==> src/rtl/carry_select8.sv <==
// carry_select8: 8-bit carry-select adder with a registered sum and carry-out.
// The lower nibble ripples from ci; the upper nibble is computed twice, once
// with carry-in c_0 and once with c_1, and the lower carry-out picks one copy.
module carry_select8 (
  input  logic       clk,
  input  logic       rst_n,
  output logic [7:0] s,
  output logic       co,
  input  logic [7:0] a,
  input  logic [7:0] b,
  input  logic       ci,
  input  logic       c_0,
  input  logic       c_1
);

  // Ripple carry chains: index 0 is the block carry-in, index 4 the carry-out.
  logic [4:0] w_c_lo;
  logic [4:0] w_c_up0;
  logic [4:0] w_c_up1;

  logic [3:0] w_s_lo;
  logic [3:0] w_u0;
  logic [3:0] w_u1;

  logic [3:0] w_s_hi;
  logic       w_co_n;

  assign w_c_lo[0]  = ci;
  assign w_c_up0[0] = c_0;
  assign w_c_up1[0] = c_1;

  // Four full adders per block; the two upper copies share operands and
  // differ only in their speculative carry-in.
  for (genvar g = 0; g < 4; g++) begin : g_fa
    assign w_s_lo[g]     = a[g] ^ b[g] ^ w_c_lo[g];
    assign w_c_lo[g+1]   = (a[g] & b[g]) | (w_c_lo[g] & (a[g] ^ b[g]));

    assign w_u0[g]       = a[g+4] ^ b[g+4] ^ w_c_up0[g];
    assign w_c_up0[g+1]  = (a[g+4] & b[g+4]) | (w_c_up0[g] & (a[g+4] ^ b[g+4]));

    assign w_u1[g]       = a[g+4] ^ b[g+4] ^ w_c_up1[g];
    assign w_c_up1[g+1]  = (a[g+4] & b[g+4]) | (w_c_up1[g] & (a[g+4] ^ b[g+4]));
  end

  // Lower carry-out selects the upper copy; no correction for odd c_0/c_1 ties.
  assign {w_co_n, w_s_hi} = w_c_lo[4] ? {w_c_up1[4], w_u1} : {w_c_up0[4], w_u0};

  logic [7:0] r_s;
  logic       r_co;

  // Output register: one-cycle latency, cleared asynchronously by rst_n.
  always_ff @(posedge clk or negedge rst_n) begin
    if (!rst_n) begin
      r_s  <= 8'h00;
      r_co <= 1'b0;
    end else begin
      // NOTE: non-blocking assignments keep every register sampling pre-edge
      // values, so ordering between sequential blocks cannot change results.
      r_s  <= {w_s_hi, w_s_lo};
      r_co <= w_co_n;
    end
  end

  assign s  = r_s;
  assign co = r_co;

endmodule

==> config.mk <==
export PLATFORM = sky130hd
export DESIGN_NAME = carry_select8
export DESIGN_NICKNAME = d
export VERILOG_FILES = /design/src/rtl/carry_select8.sv
export SDC_FILE = /design/constraint.sdc
export NUM_CORES = 1
export LEC_CHECK = 0
export ABC_AREA = 1
export CORE_ASPECT_RATIO = 1.1
export CORE_MARGIN = 5
export CORE_UTILIZATION = 30
export DETAILED_ROUTE_END_ITERATION = 8
export HOLD_SLACK_MARGIN = 0.1
export PLACE_DENSITY = 0.72
export SLEW_MARGIN = 20
export SYNTH_ARGS = -nofsm -noshare
export SYNTH_HDL_FRONTEND = slang
export SYNTH_SLANG_ARGS = --single-unit
==> constraint.sdc <==
create_clock -name clk -period 0.8 [get_ports clk]
set_clock_uncertainty 0.1 [all_clocks]
set_input_delay 0.08 -clock clk [delete_from_list [all_inputs] [get_ports clk]]
set_output_delay 0.08 -clock clk [all_outputs]
set_load 0.005 [all_outputs]
Yosys cells after proc, flatten, opt, wreduce, memory -nomap -nowiden. Cells that the tools add are included.

Multiplexer cells: 1. Bitwise gates (word level): 52.

Operators by type and width (count): 1-bit bitwise AND (20); 1-bit XOR (20); 1-bit OR (12); 5-bit 2-to-1 mux (1).

Register bits: 9. Input bits: 21. Output and inout port bits: 9. Word-level logic and storage cells: 55.

Logic depth before layout (Yosys ltp). Gate-level depths: netlist of run 1.

Depth in word-level cells: 10. Gate-level depth with buffers: 15. Gate-level depth less buffers: 15.

Least setup slack after synthesis of run 1. OpenSTA, ideal clock, no wires.

Path kind: input-to-reg. Start: in a[0]. End: reg r_s[7], in the netlist s[7]. Library setup time: 64 ps. Arrival: 3013 ps. Required time: 636 ps. Setup slack: -2377 ps. Stages on the path: 14. Path buffers: 0. Cell sequence: fa_1 > fa_1 > fa_1 > inv_1 > fa_1 > nand2_1 > nand2_1 > fa_1 > inv_1 > fa_1 > fa_1 > inv_1 > fa_1 > inv_1.

Cells in the longest elaborated chain, start to end: 10. Elaborated cells between the ends (all ways): 11. Classes of those cells: mux (1); bitwise (10).

RTL lines: from (decl) (line 9) `input logic [7:0] a,`; 1-bit XOR (line 36) `assign w_c_lo[g+1] = (a[g] & b[g]) | (w_c_lo[g] & (a[g] ^ b[g]));`; 1-bit bitwise AND (line 36); 1-bit OR * (line 36); 1-bit bitwise AND * (line 36); 1-bit OR * (line 36); 1-bit bitwise AND * (line 36); 1-bit OR * (line 36); 1-bit bitwise AND * (line 36); 1-bit OR * (line 36); 5-bit 2-to-1 mux * (line 46) `assign {w_co_n, w_s_hi} = w_c_lo[4] ? {w_c_up1[4], w_u1} : {w_c_up0[4], w_u0};`; named net w_s_hi[3] (line 25) `logic [3:0] w_s_hi;`; to (signal assigned) (line 59) `r_s <= {w_s_hi, w_s_lo};`; to (decl) (line 48) `logic [7:0] r_s;`.

Mark *: on every way through the listed nets, which the timed path passes. The rest lies on a longest branch.

Worst setup path after layout of run 1. Ends and elaborated chain as after synthesis.

==> metrics, run 1 <==
GPL Wtd Cong slightly above 0.7; Port-buffer cells 29; crit path max fanout 2; Pre-antenna DRT Iters 3; Post-synth ARST share 100%; Distinct cells, synth 4; first-pass GRT wire length 1420 um; share of the synthesized area in the top cell type slightly below 50%; die extent in x between 40 and 50 um; core area 0.00140 mm^2; Rows 14; #FFs+latches synth 9; Power Internal 0.943 mW; TritonCTS clock tree yes; HPWL after DPL 789 um; Inst Count DP 82; Starting Density 32.6%; smallest hold slack 0.00942 ns; pwr dens roughly 1600 mW/mm^2; largest net degree at the start of global routing 10; Boundary Pins 30; synth warn 0; Clock Sinks 9; Crit path required time around 0.89 ns; f_max 0.334 GHz; Remaining Overflow, GRT 0; max-cap viol count 0; final critical-path share of the clock period 375%; Startpoint Class input pin; clock network power share 26.2%; Max Buffers Root-to-Sink 2; VDD IR-drop max 0.000719 V; crit path capture type flip-flop; CTS Root Cell clkbuf_4; DP Area 802 um^2; final std cells w/o fill 86; Nets 100; Switch Pwr 0.303 mW; Critical Path AT 3.09 ns; Seq pwr share 44.4%; Slew Limit Fails 0; status finished with violations; CTS H-tree depth 1; Syn Nets 65; routed vias 333; final setup violation count 17; Total GRT Usage 8.54%; Fill cells approximately 140; post-route DRC violation count 0; synth cell count leaders 16 x inv_1, 9 x dfrtp_1, 8 x fa_1; via/cell ratio about 3.9; Comb pwr share a little under 30%; synthesized area per cell 12.7 um^2; die area 0.00240 mm^2; final worst path period need roughly 3.0 ns; WS Path Type in2reg; Iteration-0 DRC Markers 2; Synth area leader dfrtp_1; min setup slack post-route -2.20 ns; Layout area overhead 72.9%; Least-Margin Pin Slew 0.121 ns; Gate Count Post-Synth 36; final instance area 790 um^2; most common cell in the netlist inv_1; Routed Antenna Nets 0; Worst path max stage delay 0.40 ns; Sw Ratio 24.3%; critical path, cell by cell buf_6 > fa_2 > fa_2 > fa_2 > inv_2 > fa_2 > nand2_2 > nand2_2 > fa_2 > inv_2 > fa_2 > fa_2 > inv_2 > fa_1 > inv_1; vias in the first global route around 350; Tot Pwr 1.25 mW; Max-slew headroom approximately nine tenths; Post-synth EDFFs 0; most used cell along the critical path fa_2; failing checks negative setup slack; WL per Instance about 9.8 um; Placement Setup Slack -2.84 ns; Final Hold Vio Count 0; total CTS buffers 3; register area about 230 um^2; Netlist Area Pre-Place 457 um^2; layout cells sized above 1 45.7%; ranking of synthesized cells by area dfrtp_1 49%, fa_1 35%, inv_1 13%; initial antenna violation count 0; area occupied by multi-input gates roughly 200 um^2; Final Util 56.3%; leak pwr 0.389 nW; type of the most critical hold path in2reg; Inserted Diodes 0; drt total wl between 800 and 900 um; unrepaired setup endpoints after global routing yes; Die Y roughly 51 um; Slowest-stage cell, CP fa_1; clock slew at reported path FFs 0.06 ns; top_reg_cell synth dfrtp_1; total negative slack -11.67 ns; Seq/Total Area, Yosys approximately half
-- state kept, by name (all words and copies together), names as in the netlist --
| register | cells |
|---|---|
| co | 1 |
| s | 8 |
-- worst paths after layout --
path,cells past startpoint,slack (ns),startpoint,endpoint
worst max-delay path,15,-2.20,a[0],s[7]
worst min-delay path,2,0.009,ci,s[0]
max in group asynchronous,2,0.45,rst_n,s[7]
min in group asynchronous,2,0.05,rst_n,s[4]
-- cell type report --
cell class | count | share of cell area [%]
tap | 16 | 2.54
clock buffer | 4 | 3.33
inverter | 16 | 7.61
sequential | 9 | 28.5
multi-input combinational | 11 | 24.9
timing repair buffer | 30 | 33.1
-- placed cells by master (no fill, tap or decap) --
cell	count
clkdlybuf4s50_1	16
inv_1	10
buf_2	10
dfrtp_1	9
fa_2	7
inv_2	6
nand2_2	3
clkbuf_4	3
buf_6	2
fa_1	1
clkbuf_1	1
dlygate4sd2_1	1
buf_12	1
-- routing by layer --
metal / vias up / part of all wire (%) / routed length (um) / track usage (%)
li1: 160 / - / - / -
met1: 151 / 28 / 231 / 8.56
met2: 18 / 58 / 488 / 14.5
met3: 4 / 9.4 / 79 / 1.75
met4: 0 / 4.6 / 39 / 6.91
met5: - / 0 / 0 / 0
-- worst max-delay path, delay by kind of cell --
kind,cells,cell delay (ns)
fa+ha+maj,8,2.56
buf+inv,5,0.31
simple gates,2,0.11
-- cells by family (layout without fill, tap and decap cells) --
group | after synthesis | count (layout) | synth area share, %
flip-flops | 9 | 9 | 49.3
adder cells (fa/ha/maj) | 8 | 8 | 35.1
AND/OR/NAND/NOR | 3 | 3 | 2.47
buffers and inverters | 16 | 50 | 13.2
-- power groups by stage --
| stage | Clock, mW | Sequential, mW | Combinational (mW) |
|---|---|---|---|
| 2_1_floorplan | 0 | 0.581 | 0.103 |
| 3_3_place_gp | 0 | 0.565 | 0.430 |
| 3_5_place_dp | 0 | 0.567 | 0.441 |
| 4_1_cts | 0.335 | 0.554 | 0.361 |
| 5_1_grt | 0.367 | 0.564 | 0.427 |
| 6_report | 0.327 | 0.553 | 0.367 |
-- timing repair --
item                                   CTS  global route
setup endpoints to repair               18            17
pin swaps                               10            10
buffers inserted                         0             0
gates resized for setup                 53             7
endpoints found under the hold margin   10            10
Note: power is estimated with default switching activity, not from simulation.
==> run 2: changes to the inputs <==
SETUP_SLACK_MARGIN = 0.05   (was default)
==> results of run 2 <==
Final layout, timing and power as in run 1 (identical DEF).
==> run 3: changes to the inputs <==
CORE_MARGIN = 4   (was 5)
==> run 3 against run 2 <==
The run still ends with negative setup slack left. Count of clock-buffer cells in the layout unchanged. Die area decreased by 8.0%. Flip-flop and latch count unchanged. Clock power increased by 2%. Sequential share of layout area unchanged. Total power about the same. Critical path type unchanged. Largest cell class unchanged.
==> metrics, run 3 (synthesis gave the netlist of run 1 again) <==
status finished with violations; failing checks negative setup slack; final worst path period need 2.98 ns (-0.0206 ns); Seq pwr share 44.4% (about the same); hold path startpoint a[0]; clock network power share 26.8% (+0.6 points); Worst path max stage delay 0.40 ns (about the same); layout cells sized above 1 44.3% (-1.4 points); Final Hold Vio Count 0 (unchanged); Routed Antenna Nets 0 (unchanged); Tot Pwr 1.25 mW (about the same); Starting Density 32.6% (unchanged); VDD IR-drop max 0.000624 V (-13%); CTS H-tree depth 1 (unchanged); clock slew at reported path FFs 0.06 ns (about the same); Inserted Diodes 0 (unchanged); unrepaired setup endpoints after global routing yes; Clock Sinks 9 (unchanged); Slowest-stage cell, CP fa_1; vias in the first global route 355 (+0.28%); most common cell after layout, fill and taps aside clkdlybuf4s50_1; Total GRT Usage 9.36% (+0.82 points); Fill cells 133 (-7.0%); Boundary Pins 30 (unchanged); f_max 0.336 GHz (+0.69%); smallest hold slack 0.0140 ns (+0.00454 ns); drt total wl 808 um (-3.7%); Crit path required time 0.89 ns (about the same); min setup slack post-route -2.18 ns (+0.0206 ns); leak pwr 0.390 nW (+0.27%); Layout area overhead 72.9% (unchanged); final critical-path share of the clock period 372% (-2.6 points); die area 0.00221 mm^2 (-8.0%); HPWL after DPL 716 um (-9.3%); routed vias 325 (-2.4%); initial antenna violation count 0 (unchanged); Slew Limit Fails 0 (unchanged); Top Family by Delay on Critical Path adder cells; post-route DRC violation count 0 (unchanged); TritonCTS clock tree yes; Comb pwr share 28.8% (-0.6 points); crit path max fanout 2 (unchanged); largest net degree at the start of global routing 10 (unchanged); Switch Pwr 0.306 mW (+1.1%); Nets 100 (unchanged); max-cap viol count 0 (unchanged); first-pass GRT wire length 1390 um (-2.5%); Port-buffer cells 29 (unchanged); Remaining Overflow, GRT 0 (unchanged); die extent in x 45.2 um (-4.2%); CTS Root Cell clkbuf_4; total CTS buffers 3 (unchanged); Worst Hold End s[0]; gr busiest metal met2; Max-slew headroom 92.0% (+0.11 points); WL per Instance 9.40 um (-3.7%); GR Util met3 1.11% (-0.65 points); final setup violation count 17 (unchanged); Sw Ratio 24.6% (+0.25 points); most used cell along the critical path fa_2; Post-CTS Setup Bufs 0 (unchanged); type of the most critical hold path in2reg; core area 0.00140 mm^2 (unchanged); Pre-antenna DRT Iters 1 (-2); WP depth 15 (unchanged); Iteration-0 DRC Markers 0 (-2); GPL Wtd Cong 0.623 (-14%); Rows 14 (unchanged); met2 Use GR 17.2% (+2.7 points); Die Y 48.9 um (-3.9%); max reg flops 8 (unchanged); commonest cells after routing, fill and taps aside 16 x clkdlybuf4s50_1, 11 x inv_1, 10 x buf_2; Critical Path AT 3.07 ns (-0.02 ns); GRT met1 Usage 7.11% (-1.4 points); critical path, cell by cell buf_6 > fa_2 > fa_2 > fa_2 > inv_2 > fa_2 > nand2_2 > nand2_2 > fa_2 > inv_2 > fa_2 > fa_2 > inv_2 > fa_1 > inv_1; total negative slack -11.68 ns (-0.0145 ns); crit path capture type flip-flop; Hold Path Stages 2 (unchanged); Startpoint Class input pin; Least-Margin Pin Slew 0.120 ns (-0.00169 ns); WS Path Type in2reg; Placement Setup Slack -2.87 ns (-0.0293 ns); pwr dens 1580 mW/mm^2 (about the same); WP buf/inv 5 (unchanged); via/cell ratio 3.78 (-2.4%); Max Buffers Root-to-Sink 2 (unchanged); Power Internal 0.940 mW (-0.31%)
==> run 3: power groups by stage <==
stage | registers [mW] | clock network, mW | logic [mW]
finish | 0.553 | 0.335 | 0.359
global route | 0.562 | 0.379 | 0.413
CTS | 0.554 | 0.351 | 0.365
detailed placement | 0.566 | 0 | 0.438
global placement | 0.565 | 0 | 0.428
floorplan | 0.581 | 0 | 0.103
==> run 3: what timing repair did <==
action,in CTS,in global routing
pin swaps,11,5
gates resized for setup,56,3
endpoints found under the hold margin,10,10
gates cloned,0,0
endpoints found under the setup margin,18,17
==> run 3: worst max-delay path by stage <==
stage               start  endpoint  slack, ns
floorplan            a[0]      s[7]      -2.28
global placement     a[0]      s[7]      -2.79
detailed placement   a[0]      s[7]      -2.87
CTS                  b[0]      s[7]      -2.22
global route         b[0]      s[7]      -2.25
finish               b[0]      s[7]      -2.18
==> run 3: cell type report <==
class	instances	area, um^2	share of cell area [%]
timing repair buffer	30	262	33.1
sequential	9	225	28.5
multi-input combinational	11	196	24.9
inverter	16	60.1	7.61
clock buffer	4	26.3	3.33
tap	16	20.0	2.54
==> run 3: through the flow <==
step / utilization [%] / std cells / area [um^2]
after CTS: 55.7 / 86 / 781
after floorplan: - / 36 / 472
final: 56.3 / 86 / 790
after global placement: 57.2 / 82 / 802
after detailed placement: 57.2 / 82 / 802
after global routing: 56.3 / 86 / 790
==> run 3: per-layer routing <==
metal	part of all wire (%)	vias to the layer above	routed length [um]
li1	-	159	-
met4	2.4	0	19
met2	60	17	486
met3	9.3	2	75
met1	28	147	226
met5	0	-	0
